===== src/rtl/board_io_ctrl.sv =====
// Board I/O front-end: switch synchronise/debounce, stretched cpu reset
// sequencer, and registered LED outputs with a switch-loopback mode.
module board_io_ctrl #(
  parameter int SW_WIDTH        = 16,
  parameter int LED_WIDTH       = 16,
  parameter int DEBOUNCE_CYCLES = 250000,
  parameter int RST_HOLD_CYCLES = 16
) (
  input  logic                 clk,
  input  logic                 rst,
  input  logic [SW_WIDTH-1:0]  sw_in,
  input  logic                 rst_req,
  input  logic                 led_sel,
  input  logic [LED_WIDTH-1:0] cpu_led,
  output logic [SW_WIDTH-1:0]  sw_out,
  output logic                 sw_event,
  output logic                 cpu_rst,
  output logic [LED_WIDTH-1:0] led_out
);

  localparam int CW = $clog2(DEBOUNCE_CYCLES + 1);
  localparam int HW = (RST_HOLD_CYCLES > 1) ? $clog2(RST_HOLD_CYCLES) : 1;
  localparam logic [CW-1:0] CNT_MAX  = CW'(DEBOUNCE_CYCLES - 1);
  localparam logic [HW-1:0] HOLD_MAX = HW'(RST_HOLD_CYCLES - 1);

  typedef enum logic {HOLD, RUN} state_t;

  logic [SW_WIDTH-1:0]  sync1, sync2, upd;
  logic [CW-1:0]        cnt [SW_WIDTH];
  logic [LED_WIDTH-1:0] sw_led;
  logic [HW-1:0]        hold_cnt, hold_nxt;
  state_t               state, state_nxt;

  // A channel flips only after its mismatch has persisted DEBOUNCE_CYCLES edges
  always_comb begin
    upd = '0;
    for (int i = 0; i < SW_WIDTH; i++)
      upd[i] = (sync2[i] != sw_out[i]) && (cnt[i] == CNT_MAX);
  end

  always_ff @(posedge clk or posedge rst) begin
    if (rst) begin
      sync1    <= '0;
      sync2    <= '0;
      sw_out   <= '0;
      sw_event <= 1'b0;
      for (int i = 0; i < SW_WIDTH; i++) cnt[i] <= '0;
    end else begin
      sync1    <= sw_in;
      sync2    <= sync1;
      sw_out   <= (sw_out & ~upd) | (sync2 & upd);
      sw_event <= |upd;
      for (int i = 0; i < SW_WIDTH; i++) begin
        if ((sync2[i] == sw_out[i]) || upd[i]) cnt[i] <= '0;
        else                                   cnt[i] <= cnt[i] + CW'(1);
      end
    end
  end

  always_ff @(posedge clk or posedge rst) begin
    if (rst) begin
      state    <= HOLD;
      hold_cnt <= '0;
    end else begin
      state    <= state_nxt;
      hold_cnt <= hold_nxt;
    end
  end

  // A request during HOLD restarts the window, taking priority over expiry
  always_comb begin
    state_nxt = state;
    hold_nxt  = hold_cnt;
    case (state)
      HOLD: begin
        if (rst_req) begin
          hold_nxt = '0;
        end else if (hold_cnt == HOLD_MAX) begin
          state_nxt = RUN;
          hold_nxt  = '0;
        end else begin
          hold_nxt = hold_cnt + HW'(1);
        end
      end
      RUN: begin
        if (rst_req) begin
          state_nxt = HOLD;
          hold_nxt  = '0;
        end
      end
      default: begin
        state_nxt = HOLD;
        hold_nxt  = '0;
      end
    endcase
  end

  assign cpu_rst = (state == HOLD);

  generate
    if (SW_WIDTH >= LED_WIDTH) begin : g_trunc
      assign sw_led = sw_out[LED_WIDTH-1:0];
    end else begin : g_zext
      assign sw_led = {{(LED_WIDTH - SW_WIDTH){1'b0}}, sw_out};
    end
  endgenerate

  always_ff @(posedge clk or posedge rst) begin
    if (rst)          led_out <= '0;
    else if (cpu_rst) led_out <= '0;
    else if (led_sel) led_out <= sw_led;
    else              led_out <= cpu_led;
  end

endmodule


===== config.mk =====
export PLATFORM = sky130hd
export DESIGN_NAME = board_io_ctrl
export DESIGN_NICKNAME = d
export VERILOG_FILES = /design/src/rtl/board_io_ctrl.sv
export SDC_FILE = /design/constraint.sdc
export NUM_CORES = 1
export LEC_CHECK = 0
export BUFFER_PORTS_ARGS = -buffer_cell sky130_fd_sc_hd__buf_2
export CAP_MARGIN = 20
export CORE_MARGIN = 2
export CORE_UTILIZATION = 48
export CTS_CLUSTER_DIAMETER = 120
export CTS_CLUSTER_SIZE = 8
export DETAILED_ROUTE_END_ITERATION = 8
export PLACE_DENSITY = 0.72
export SYNTH_ARGS = -nofsm -noshare
export SYNTH_HDL_FRONTEND = slang
export SYNTH_SLANG_ARGS = --single-unit

===== constraint.sdc =====
create_clock -name clk -period 11.8 [get_ports clk]
set_input_delay 0.59 -clock clk [delete_from_list [all_inputs] [get_ports clk]]
set_output_delay 0.59 -clock clk [all_outputs]
set_load 0.005 [all_outputs]

==> metrics <==
status finished clean; final hold violations 0; CTS tree built; top post-synthesis cells by area dfrtp_1 55%, xnor2_1 8.5%, nor2_1 8.4%, xor2_1 6.0%, nand3_1 3.2%; post-CTS setup buffers 0; core box area 0.0336 mm2; FP Rows 67; initial antenna violation count 1; Synth Register Bits 358; # DRC 0; worst vdd ir 0.110 mV; Fmax 0.385 GHz; hold bufs inserted after CTS 0; P_leak 8.02 nW; unrepaired setup endpoints after global routing false; total power 2.61 mW; global-route wire length before repair 53500 um; die height 189 um; Synth Instances 1603; CP required 11.21 ns; total grt overflow 0; number of flops mapped to enable cells by yosys 0; Clock Tree Root clkbuf_16; IO Port Bufs 69; Sw Share 21.6%; PostCTS Resize Cnt 0; Pint 2.05 mW; ratio of cells with drive above 1 in the final layout 9.65%; syn_nets 1656; H-tree levels 2; Hold Path Class primary input to register; P_sw 563 uW; Syn-to-layout area delta 12.4%; CP Max Fanout 12; skew final 0.0262 ns; clk buf depth 3; io pins 70; Die Span X 189 um; top-count cell post-synth nor2_1; Placer Congestion 0.791; fillers 2888; Cell variety after synth 46; Final ANT Viol Nets 0; Detailed Place HPWL 20000 um; syn avg cell area 10.3 um2; worst rel slew slack 39.9%; vias in the first global route 11300; register share of total power 48.5%; Starting Density 48.9%; Top FF cell, synth dfrtp_1; Wirelength per Cell 14.4 um; Vias/cell 5.27; Final setup viols 0; Post-Route WL 30900 um; Clock Pin Slew Worst Setup and Hold Paths 0.05 ns; clk_lat worst skew 0.55 ns; pwr dens 141 mW/mm2; max_cap viols 0; fin. max-slew vios 0; initial DRC count 621; number of CTS-inserted buffers 50; Synth top area share 54.5%; total global-route track usage 17.8%; CTS sink count 358; Worst-Margin Slew 0.902 ns; WP data arrival 2.01 ns; total of warnings raised by yosys 0; Worst Setup End Kind output port; Async S/R FF share, synth 100%; Period minus WS final 2.60 ns; top cells by count, synth 366 x nor2_1, 358 x dfrtp_1, 159 x xnor2_1; number of diodes 0; via count 11300; Critical Path Start Type register; sequential element share of the synthesized area 54.5%; Setup TNS 0 ns; nets 1740; Clock power frac 48.4%; area leader, netlist dfrtp_1; Post-Syn Area 0.0164 mm2; total die area 0.0357 mm2; period utilisation layout 22.0%; Logic pwr share 3.2%; pin count of the biggest net entering global routing 167; Setup CP Type register to output port; drt first pass iters 5
## area by class of cell
cell class                      instances  area (um2)  share of cell area, %
Inverter                               40         158                  0.853
Clock inverter                          1        30.0                  0.163
Multi-Input combinational cell       1165        7070                   38.3
Sequential cell                       358        8960                   48.5
Timing Repair Buffer                   72         380                   2.06
Tap cell                              448         561                   3.03
Clock buffer                           53        1320                   7.12
## cells in the final DEF, fill, tap and decap left out, drive strengths merged, types with 3 or more instances in the layout
master  netlist  layout
a21oi         6       6
and3         43      43
and4         26      26
buf          33      72
clkbuf        7      53
dfrtp       358     358
ha           17      17
inv          39      39
mux2         16      16
mux2i        17      17
nand2        89      89
nand2b        4       4
nand3       106     106
nand3b        5       5
nand4        50      50
nand4b        3       3
nor2        366     366
nor2b         5       5
nor3         44      44
nor4         37      37
nor4b         9       9
nor4bb        7       7
or2          18      18
or3           4       4
or4           6       6
xnor2       159     159
xor2        113     113
## flip-flops by register name (all words and copies together) (netlist names), named ones only
name / cells
sw_event: 1
state: 1
led_out: 16
sync2: 16
cnt: 288
sync1: 16
hold_cnt: 4
## worst paths after layout
| path | cells after the start | slack, ns | startpoint | to |
|---|---|---|---|---|
| worst max-delay path | 3 | 9.20 | state | cpu_rst |
| worst min-delay path | 1 | 0.14 | sw_in[12] | sync1[12] |
| max in group asynchronous | 4 | 9.41 | rst | cnt[237] |
| worst max register to register | 5 | 9.55 | cnt[225] | cnt[231] |
| worst min register to register | 0 | 0.34 | sync1[3] | sync2[3] |
| min in group asynchronous | 2 | 0.22 | rst | led_out[6] |
## per-layer routing
metal  up-vias  GRT usage (%)  routed length (um)
met2       162           28.9               14500
met5         -              0                   0
met4         0           5.32                 583
met1      5543           24.8               14900
li1       5520              -                   -
met3        45           2.93                 937
## cell families after synthesis
group	synth area share [%]
muxes	2.13
AOI/OAI and AO/OA	0.457
adders and majority gates	1.29
xor gates and xnor gates	14.5
DFF	54.5
and+or+nand+nor	24.7
buffers and inverters	2.44
## power by group through the flow
stage | sequential (mW) | combinational (mW) | clock, mW
after floorplan | 1.28 | 0.0666 | 0
after global placement | 1.28 | 0.0829 | 0
after detailed placement | 1.28 | 0.0850 | 0
after CTS | 1.27 | 0.0860 | 1.30
after global routing | 1.27 | 0.0979 | 1.35
final | 1.27 | 0.0827 | 1.26
## critical path, cell delays in order (launching register included)
cell and delay [ns]:
dfrtp_1 0.42, clkinv_1 0.47, buf_4 0.41, buf_2 0.16
## metrics by stage
step	hold WS, ns	util, %	cell area, um2	worst slack [ns]	instances
global placement	0.333	51.0	17100	8.73	2083
CTS	0.128	55.0	18500	9.17	2137
detailed placement	0.335	51.0	17100	8.69	2083
floorplan	0.331	-	16400	1.28	1603
finish	0.143	55.0	18500	9.20	2137
global route	0.128	55.0	18500	8.94	2137
(Power assumes the default switching activity.)
